$ cat src/rtl/sd_block_arbiter.sv
// Shares one hps_io SD block channel between NREQ requesters: latches block commands,
// grants round-robin, runs the rd/wr -> ack handshake and reports DONE/ERR per requester.
module sd_block_arbiter #(
  parameter int NREQ      = 2,
  parameter int TIMEOUT_W = 24
) (
  input  logic              CLK,
  input  logic              RESET_N,
  input  logic [NREQ-1:0]   REQ_STB,
  input  logic [NREQ-1:0]   REQ_WRITE,
  input  logic [NREQ*32-1:0] REQ_LBA,
  output logic [NREQ-1:0]   REQ_PEND,
  output logic [NREQ-1:0]   REQ_DONE,
  output logic [NREQ-1:0]   REQ_ERR,
  output logic [NREQ-1:0]   GRANT,
  output logic [31:0]       SD_LBA,
  output logic              SD_RD,
  output logic              SD_WR,
  input  logic              SD_ACK
);

  localparam int PTR_W = (NREQ > 1) ? $clog2(NREQ) : 1;
  localparam logic [PTR_W-1:0] PTR_RST = PTR_W'(NREQ - 1);
  localparam logic [TIMEOUT_W-1:0] CNT_ONE = TIMEOUT_W'(1);

  typedef enum logic [1:0] {
    ST_IDLE,
    ST_ISSUE,
    ST_XFER,
    ST_FIN
  } state_e;

  state_e               state_q, state_d;
  logic [NREQ-1:0]      pend_q, pend_d;
  logic [NREQ-1:0]      wr_q, wr_d;
  logic [31:0]          lba_q [NREQ];
  logic [31:0]          lba_d [NREQ];
  logic [NREQ-1:0]      grant_q, grant_d;
  logic [31:0]          sd_lba_q, sd_lba_d;
  logic                 sd_rd_q, sd_rd_d;
  logic                 sd_wr_q, sd_wr_d;
  logic [NREQ-1:0]      done_q, done_d;
  logic [NREQ-1:0]      err_q, err_d;
  logic [PTR_W-1:0]     ptr_q, ptr_d;
  logic [TIMEOUT_W-1:0] cnt_q, cnt_d;
  logic [TIMEOUT_W-1:0] cnt_inc;

  logic                 sel_valid;
  logic [PTR_W-1:0]     sel_idx;
  logic [NREQ-1:0]      sel_oh;

  assign cnt_inc = cnt_q + CNT_ONE;

  // Round-robin pick: indices above the pointer first, then wrap to the low ones.
  always_comb begin
    sel_valid = 1'b0;
    sel_idx   = '0;
    sel_oh    = '0;
    for (int i = 0; i < NREQ; i++) begin
      if (!sel_valid && pend_q[i] && (i > int'(ptr_q))) begin
        sel_valid = 1'b1;
        sel_idx   = PTR_W'(i);
        sel_oh[i] = 1'b1;
      end
    end
    for (int i = 0; i < NREQ; i++) begin
      if (!sel_valid && pend_q[i]) begin
        sel_valid = 1'b1;
        sel_idx   = PTR_W'(i);
        sel_oh[i] = 1'b1;
      end
    end
  end

  always_comb begin
    // NOTE: every _d starts from its _q (or a pulse default) so no path leaves a latch.
    state_d  = state_q;
    pend_d   = pend_q;
    wr_d     = wr_q;
    lba_d    = lba_q;
    grant_d  = grant_q;
    sd_lba_d = sd_lba_q;
    sd_rd_d  = sd_rd_q;
    sd_wr_d  = sd_wr_q;
    ptr_d    = ptr_q;
    cnt_d    = cnt_q;
    done_d   = '0;
    err_d    = '0;

    case (state_q)
      ST_IDLE: begin
        if (sel_valid) begin
          grant_d  = sel_oh;
          sd_lba_d = lba_q[sel_idx];
          sd_rd_d  = ~wr_q[sel_idx];
          sd_wr_d  = wr_q[sel_idx];
          ptr_d    = sel_idx;
          cnt_d    = '0;
          state_d  = ST_ISSUE;
        end
      end
      ST_ISSUE: begin
        if (SD_ACK) begin
          sd_rd_d = 1'b0;
          sd_wr_d = 1'b0;
          state_d = ST_XFER;
        end else begin
          cnt_d = cnt_inc;
          if (&cnt_inc) begin
            sd_rd_d = 1'b0;
            sd_wr_d = 1'b0;
            done_d  = grant_q;
            err_d   = grant_q;
            state_d = ST_FIN;
          end
        end
      end
      ST_XFER: begin
        // Entry already saw ACK high, so the first low sample is the falling edge.
        if (!SD_ACK) begin
          done_d  = grant_q;
          state_d = ST_FIN;
        end
      end
      ST_FIN: begin
        pend_d  = pend_q & ~grant_q;
        grant_d = '0;
        state_d = ST_IDLE;
      end
      default: state_d = ST_IDLE;
    endcase

    // Capture runs after the FIN clear so a strobe on the DONE cycle wins.
    for (int i = 0; i < NREQ; i++) begin
      if (REQ_STB[i] && (!pend_q[i] || done_q[i])) begin
        pend_d[i] = 1'b1;
        wr_d[i]   = REQ_WRITE[i];
        lba_d[i]  = REQ_LBA[32*i +: 32];
      end
    end
  end

  always_ff @(posedge CLK or negedge RESET_N) begin
    if (!RESET_N) begin
      state_q  <= ST_IDLE;
      pend_q   <= '0;
      wr_q     <= '0;
      // NOTE: the small per-requester LBA store is reset too, keeping SD_LBA defined from reset.
      for (int i = 0; i < NREQ; i++) lba_q[i] <= '0;
      grant_q  <= '0;
      sd_lba_q <= '0;
      sd_rd_q  <= 1'b0;
      sd_wr_q  <= 1'b0;
      done_q   <= '0;
      err_q    <= '0;
      ptr_q    <= PTR_RST;
      cnt_q    <= '0;
    end else begin
      // NOTE: non-blocking assignments so every flop samples the pre-edge values.
      state_q  <= state_d;
      pend_q   <= pend_d;
      wr_q     <= wr_d;
      lba_q    <= lba_d;
      grant_q  <= grant_d;
      sd_lba_q <= sd_lba_d;
      sd_rd_q  <= sd_rd_d;
      sd_wr_q  <= sd_wr_d;
      done_q   <= done_d;
      err_q    <= err_d;
      ptr_q    <= ptr_d;
      cnt_q    <= cnt_d;
    end
  end

  assign REQ_PEND = pend_q;
  assign REQ_DONE = done_q;
  assign REQ_ERR  = err_q;
  assign GRANT    = grant_q;
  assign SD_LBA   = sd_lba_q;
  assign SD_RD    = sd_rd_q;
  assign SD_WR    = sd_wr_q;

endmodule

$ cat config.mk
export PLATFORM = sky130hd
export DESIGN_NAME = sd_block_arbiter
export DESIGN_NICKNAME = d
export VERILOG_FILES = /design/src/rtl/sd_block_arbiter.sv
export SDC_FILE = /design/constraint.sdc
export NUM_CORES = 1
export LEC_CHECK = 0
export ABC_AREA = 1
export CAP_MARGIN = 20
export CORE_UTILIZATION = 40
export DETAILED_ROUTE_END_ITERATION = 10
export PLACE_DENSITY = 0.65
export RECOVER_POWER = 25
export SYNTH_ARGS = -nofsm -noshare
export SYNTH_HDL_FRONTEND = slang
export SYNTH_SLANG_ARGS = --single-unit
$ cat constraint.sdc
create_clock -name CLK -period 3.94 [get_ports CLK]
set_clock_uncertainty 0.2 [all_clocks]
set_input_delay 0.591 -clock CLK [delete_from_list [all_inputs] [get_ports CLK]]
set_output_delay 0.591 -clock CLK [all_outputs]
set_load 0.03 [all_outputs]
======== Yosys cells after proc, flatten, opt, wreduce, memory -nomap -nowiden ========
Cells that the tools add are included.
storage, ports and cells
  output and inout port bits .............. 42
  word-level logic and storage cells ...... 88
  bits in registers ....................... 135
operators by class
  eq/ne operators ......................... 7
  reduce and logical (&&, ||, !) cells .... 22
  multiplexer cells ....................... 36
  $add $sub $neg .......................... 1
  bitwise gates (word level) .............. 4
  $lt $le $gt $ge ......................... 3
operator list
  operator                                                                      count
  32-bit 2-to-1 mux                                                             3
  24-bit 2-to-1 mux                                                             2
  24-bit case mux with 2 select lines                                           1
  24-bit by 1-bit adder with 24-bit output, second input constant               1
  24-bit AND reduction                                                          1
  2-bit 2-to-1 mux                                                              10
  1-bit 2-to-1 mux                                                              15
  3-bit AND reduction                                                           3
  2-bit case mux with 2 select lines                                            2
  2-bit case mux with 4 select lines                                            1
  2-bit nonzero test                                                            4
  2-bit != test, second input constant                                          3
  1-bit logical AND                                                             5
  2-bit == test, second input constant                                          2
  1-bit zero test                                                               4
  1-bit case mux with 2 select lines                                            2
  2-bit AND reduction                                                           2
  3-bit != test, second input constant                                          1
  2-bit AND                                                                     1
  2-bit by 1-bit == test with 1-bit output, second input constant               1
  2-bit greater-or-equal comparator, second input constant                      1
  2-bit zero test                                                               1
  1-bit logical OR                                                              2
  1-bit by 2-bit less-than comparator with 1-bit output, second input constant  1
  4 further kinds                                                               4

======== Logic depth before layout (Yosys ltp) ========
Gate-level depths: netlist of the first run.
  depth after elaboration ................. 14
  depth in mapped cells ................... 16

======== Least setup slack after synthesis of the first run ========
No wires, ideal clock.
  path type ............................... register -> register
  start point ............................. register state_q[0]
  end point ............................... register cnt_q[18]
  arrival ................................. 1.835 ns
  path slack .............................. 1.822 ns
  setup time .............................. 0.083 ns
  stages on the path, launching flop included .. 10
  buffers on the path ..................... 1
  required time ........................... 3.657 ns
  cells stage by stage .................... dfrtp_1 -> inv_1 -> ha_1 -> inv_1 -> nor3_1 -> a21oi_1 -> o21ai_1 -> inv_1 -> clkbuf_1 -> o22ai_1
between the ends
  longest elaborated chain between the ends .. 3
  elaborated cells on any way between the ends .. 7
  those cells by class .................... eq/ne: 3; mux: 1; reduce/logical: 3
ends and longest elaborated chain
  item                                                                         line  source
  start, declared                                                              33    state_e state_q, state_d;
  start signal, assigned                                                       160   state_q <= state_d;
  2-bit by 1-bit == test with 1-bit output or 2-bit zero test (tied branches)  90    case (state_q)
  2-bit != test (no line) or 2-bit nonzero test (tied branches)                -
  3-bit AND reduction (no line)                                                -
  end signal, assigned                                                         171   cnt_q <= cnt_d;
  end, declared                                                                45    logic [TIMEOUT_W-1:0] cnt_q, cnt_d;
Several ways; a longest one is shown, not always the timed one.
A chain may end at the register's enable or synchronous reset.

==> flow_summary.toml, run 1 <==
[global_route]
grt_overflow = 0
grt_pass1_wl_mm = 25.4
antenna_found_initial = 0
grt_start_max_net_pins = 119
grt_pass1_vias = 5158
grtUsageTotal = 0.209

[timing]
fmax_mhz = 333
hold_viol = 0
period_needed_ns = 3.01
setup_viol = 0
slew_headroom = 0.0473
slew_violations = 0
whs_ns = 0.275
grt_setup_unrepaired = "false"
worst_slack_ns = 0.934
period_share = 0.763
setup_tns_ns = 0
tightest_slew_ns = 1.43

[finish]
area_growth_pct = 31.0
stdcell_area_um2 = 8100
nets = 845
num_antenna_cells = 0
final_cells = 969
drive_gt1_frac = 0.159
fillCellCount = 1379
utilization = 0.535

[placed_design]
place.gp.congestion = 0.820
post-place-ws_ns = 1.26
portBuffers = 112
dp_cells = 935
dpl_cell_area_um2 = 7530
dpl.hpwl_mm = 10.5

[worst_setup_path]
crit_arrival_ns = 3.41
cp-end-kind = "async pin"
r2r-start = "state_q[0]$_DFFE_PN0P_"
startpoint = "RESET_N"
rrSetupSlack_ns = 1.32
cp_max_fo = 106
crit_required_ns = 4.34
worstSetupPathType = "primary input to async pin"
cp-start-kind = "primary input"

[synth]
mappedNetlistNets = 727
synthArstFlopShare = 1.00
ys_seq_area_frac = 0.546
syn_inst = 650
yosys.area.top_type_share = 0.542
synth_flop_cell = "dfrtp_1"
ys_ff_latch = 135
synth_cell_types = 29
avgSynthCellArea_um2 = 9.51
synth_area_leaders = "dfrtp_1, mux2_2, nand2_1"
netlist_area_um2 = 6180
synth_top_cell_by_area = "dfrtp_1"
yosys_warnings = 0
synth_edf_count = 0
synthTopCellsByCount = "nand2_1, dfrtp_1, o21ai_0"
yosysMostFrequentCell = "nand2_1"

[routing]
drt_iter0_drc = 254
wire_per_inst_um = 16.0
dr_total_vias = 4969
first_pass_iters = 4
drtAntennaViolNets = 0
drc_errors = 0
via_per_inst = 5.13
routed_wl_mm = 15.5

[clock_tree]
clkTransAtPathRegs_ns = 0.06
htree_levels = 4
clock-root-buffer = "clkbuf_16"
clk-insertion-delay-late_ns = 0.42
ctsResizeCount = 0
cts_tree = "done"
numCtsBuffers = 17
clock_sinks = 135
clk_path_buf_depth = 2

[floorplanning]
rows = 45
die-height_um = 126
pin_count = 113
fp.dieArea_um2 = 16000
initial_utilization = 0.408
design.core.area_um2 = 15100
die_w_um = 126

[pwr]
p_leak_nw = 3.50
fin_total_pwr_mw = 6.21
vdd_drop_max_uv = 615
powerDensity_nw_per_um2 = 766

[hold_path]
min_path_type = "flip-flop to flip-flop"
hold_start = "SD_WR$_DFFE_PN0P_"

[flow_run]
maxCapViolCount = 0

[status]
outcome = "complete, no violations"
==> cell usage in the layout (no fill, tap or decap), types with 6 or more instances in the layout <==
| cell type | netlist | final |
|---|---|---|
| o22ai_1 | 13 | 13 |
| dfrtp_1 | 134 | 134 |
| clkdlybuf4s50_1 | 0 | 111 |
| nand2_1 | 146 | 146 |
| ha_1 | 6 | 6 |
| inv_1 | 45 | 45 |
| clkbuf_16 | 0 | 17 |
| nor2_1 | 70 | 70 |
| buf_4 | 0 | 6 |
| nand3_1 | 25 | 25 |
| a21oi_1 | 7 | 6 |
| o21ai_0 | 78 | 79 |
| mux2_2 | 65 | 65 |
==> worst paths after layout <==
path,cells after the start,to
worst max-delay path,4,lba_q[60]$_DFFE_PN0P_
worst min register to register,2,SD_WR$_DFFE_PN0P_
max in group CLK,8,cnt_q[20]$_DFFE_PN0P_
worst max register to register,8,cnt_q[20]$_DFFE_PN0P_
worst min-delay path,2,SD_WR$_DFFE_PN0P_
min in group asynchronous,2,cnt_q[9]$_DFFE_PN0P_
==> cell type report <==
| class | instances | area [um2] | area share |
|---|---|---|---|
| well taps | 188 | 235 | 0.0290 |
| inverters | 46 | 173 | 0.0213 |
| repair buffers | 120 | 1180 | 0.145 |
| clock buffers | 18 | 429 | 0.0530 |
| multi-input cells | 448 | 2570 | 0.317 |
| flip-flops and latches | 135 | 3380 | 0.417 |
| clock inverters | 14 | 140 | 0.0173 |
==> report_power, final <==
group | internal [mW] | switching (mW) | leakage, nW
clock network | 0.882 | 0.645 | 0.262
registers | 1.96 | 0.318 | 1.67
logic | 0.990 | 1.41 | 1.57
total | 3.83 | 2.37 | 3.50
==> timing repair <==
| item | 4_1_cts | 5_1_grt |
|---|---|---|
| buffers inserted | 0 | 0 |
| hold buffers | 0 | 1 |
| endpoints found under the hold margin | 0 | 12 |
==> kinds of logic (layout without fill, tap and decap cells) <==
| logic type | count (synthesis) | after routing | synth area share |
|---|---|---|---|
| AOI/OAI and AO/OA | 106 | 106 | 0.0892 |
| xor gates and xnor gates | 3 | 3 | 0.00425 |
| adders and majority gates | 6 | 6 | 0.0121 |
| buffers and inverters | 67 | 198 | 0.0411 |
| muxes | 65 | 65 | 0.118 |
| and+or+nand+nor | 268 | 268 | 0.189 |
| DFF | 135 | 135 | 0.546 |
==> layer usage <==
metal,global-route usage,part of all wire,vias to the layer above
met5,0,0,-
met4,0.0843,0.020,0
met3,0.0751,0.070,29
met2,0.341,0.49,131
met1,0.252,0.42,2423
li1,-,-,2386
==> state kept, by name, summed over array words and instances, names as in the netlist, 2 cells and up <==
register	cells
state_q	2
REQ_DONE	2
cnt_q	24
SD_LBA	32
wr_q	2
REQ_ERR	2
GRANT	2
REQ_PEND	2
lba_q	64
==> critical path: stages <==
cell and delay, ns:
dlygate4sd3_1 0.52, clkbuf_1 0.56, clkbuf_4 1.24, buf_4 0.44
Power figures use the tool's default switching activity.
==> run 2, diff against run 1 <==
- clock period: 3.94 -> 3.1 ns (I/O delays scaled with it)
==> run 2 against run 1 <==
Compared with the run above:
- the run now ends with capacitance limit, slew limit left
- combinational power rose by 28%
- sequential share of layout area decreased by 0.27 points
- flip-flop and latch count unchanged
- first-iteration DRC count shrank 4.3%
- clock-buffer cell count unchanged
- global-route usage down 0.26 points
- worst setup slack worse by 0.47 ns
- design area rose by 0.65%
- core utilization up 0.35 points
- non-clock buffer count up 2
- total power grew 28%
- critical path depth is 4 higher
- critical endpoint is now cnt_q[9]$_DFFE_PN0P_
==> flow_summary.toml, run 2 (same netlist as run 1, synthesis figures left out) <==
[clock_tree]
post_cts_buffers = 0
clkTransAtPathRegs_ns = 0.06
clk-insertion-delay-late_ns = 0.41
clock-root-buffer = "clkbuf_16"
cts_tree = "done"
clock_sinks = 135
numCtsBuffers = 17
ctsHoldBuffers = 1
clk_path_buf_depth = 2
ctsResizeCount = 0
htree_levels = 4

[routing]
routed_wl_mm = 15.5
drtAntennaViolNets = 0
via_per_inst = 5.10
wire_per_inst_um = 16.0
drc_errors = 0
dr_total_vias = 4953
first_pass_iters = 5
drt_iter0_drc = 243

[pwr]
vdd_drop_max_uv = 611
fin_total_pwr_mw = 7.92
p_leak_nw = 3.54
powerDensity_nw_per_um2 = 972

[timing]
slew_violations = 75
period_share = 0.851
hold_viol = 0
grt_setup_unrepaired = "false"
slew_headroom = -0.242
tightest_slew_ns = 1.86
setup_viol = 0
setup_tns_ns = 0
period_needed_ns = 2.64
fmax_mhz = 379

[placed_design]
place.gp.congestion = 0.825
dpl.hpwl_mm = 10.8
portBuffers = 112

[floorplanning]
die-height_um = 126
fp.dieArea_um2 = 16000
pin_count = 113
initial_utilization = 0.408
design.core.area_um2 = 15100
die_w_um = 126
rows = 45

[global_route]
grt_overflow = 0
grt_pass1_vias = 5225
grt_pass1_wl_mm = 25.6
antenna_found_initial = 0
grtUsageTotal = 0.206
grt_start_max_net_pins = 75

[worst_setup_path]
crit_arrival_ns = 2.75
crit_required_ns = 3.21
cp_max_fo = 20
worstSetupPathType = "flip-flop to flip-flop"
cp-end-kind = "flip-flop"
cp-start-kind = "flip-flop"

[finish]
largest_register = "lba_q"
num_antenna_cells = 0
regArea_um2 = 3380
fillCellCount = 1336
final_cell_mix = "nand2_1, dfrtp_1, clkdlybuf4s50_1"
nets = 847
layout_commonest_cell = "nand2_1"
largest_register_ffs = 64
area_growth_pct = 31.8
multiInputGateArea_um2 = 2580
drive_gt1_frac = 0.165

[flow_run]
maxCapViolCount = 1

[status]
violations = "capacitance limit, slew limit"
outcome = "finished, violations left"

[hold_path]
min_path_type = "flip-flop to flip-flop"
## run 2: changes by cell type in the layout (fill, tap and decap cells not counted), sizes merged
cell      delta
buf          +3
clkinv       +3
clkinvlp     -3
clkbuf       -1
## run 2: layer usage
metal  vias up  track usage  routed length, um
met4         0       0.0695                261
met1      2395        0.240               6340
li1       2382            -                  -
met5         -            0                  0
met3        22       0.0763               1220
met2       154        0.351               7710
## run 2: power breakdown
group	total, mW	internal, mW	leakage [nW]	switching [mW]
registers	2.89	2.49	1.67	0.397
clock network	1.97	1.15	0.282	0.823
logic	3.06	1.27	1.59	1.79
total	7.92	4.91	3.54	3.01
## run 2: worst max-delay path, cell delays in order, from the launching register on
cell     delay (ns)
dfrtp_1        0.42
inv_1          0.12
ha_1           0.22
inv_1          0.10
nor3_1         0.36
a21oi_1        0.16
o21ai_1        0.26
inv_1          0.40
o21ai_0        0.29
## run 2: cell type report
cell class                 count  area share
clock inverter                14      0.0175
inverter                      46      0.0212
tap                          188      0.0289
sequential                   135       0.415
clock buffer                  18      0.0539
multi-input combinational    448       0.316
timing repair buffer         122       0.148
## run 2: through the flow
step | worst slack [ns] | hold WS [ns] | util | area (um2) | std cells
2_1_floorplan | 0.982 | -0.0306 | - | 6180 | 650
3_3_place_gp | 0.622 | 0.266 | 0.500 | 7570 | 938
3_5_place_dp | 0.500 | 0.266 | 0.500 | 7570 | 938
4_1_cts | 0.474 | 0.276 | 0.539 | 8160 | 971
5_1_grt | 0.171 | 0.299 | 0.538 | 8150 | 971
6_report | 0.461 | 0.277 | 0.538 | 8150 | 971
## run 2: path summary, 6_finish.rpt
path | startpoint | slack (ns) | to | depth (start not counted)
worst min-delay path | ptr_q$_DFFE_PN1P_ | 0.28 | ptr_q$_DFFE_PN1P_ | 2
worst min register to register | ptr_q$_DFFE_PN1P_ | 0.28 | ptr_q$_DFFE_PN1P_ | 2
max in group asynchronous | RESET_N | 0.58 | lba_q[29]$_DFFE_PN0P_ | 3
min in group asynchronous | RESET_N | 0.90 | cnt_q[13]$_DFFE_PN0P_ | 2
worst max register to register | state_q[0]$_DFFE_PN0P_ | 0.46 | cnt_q[9]$_DFFE_PN0P_ | 8
worst max-delay path | state_q[0]$_DFFE_PN0P_ | 0.46 | cnt_q[9]$_DFFE_PN0P_ | 8
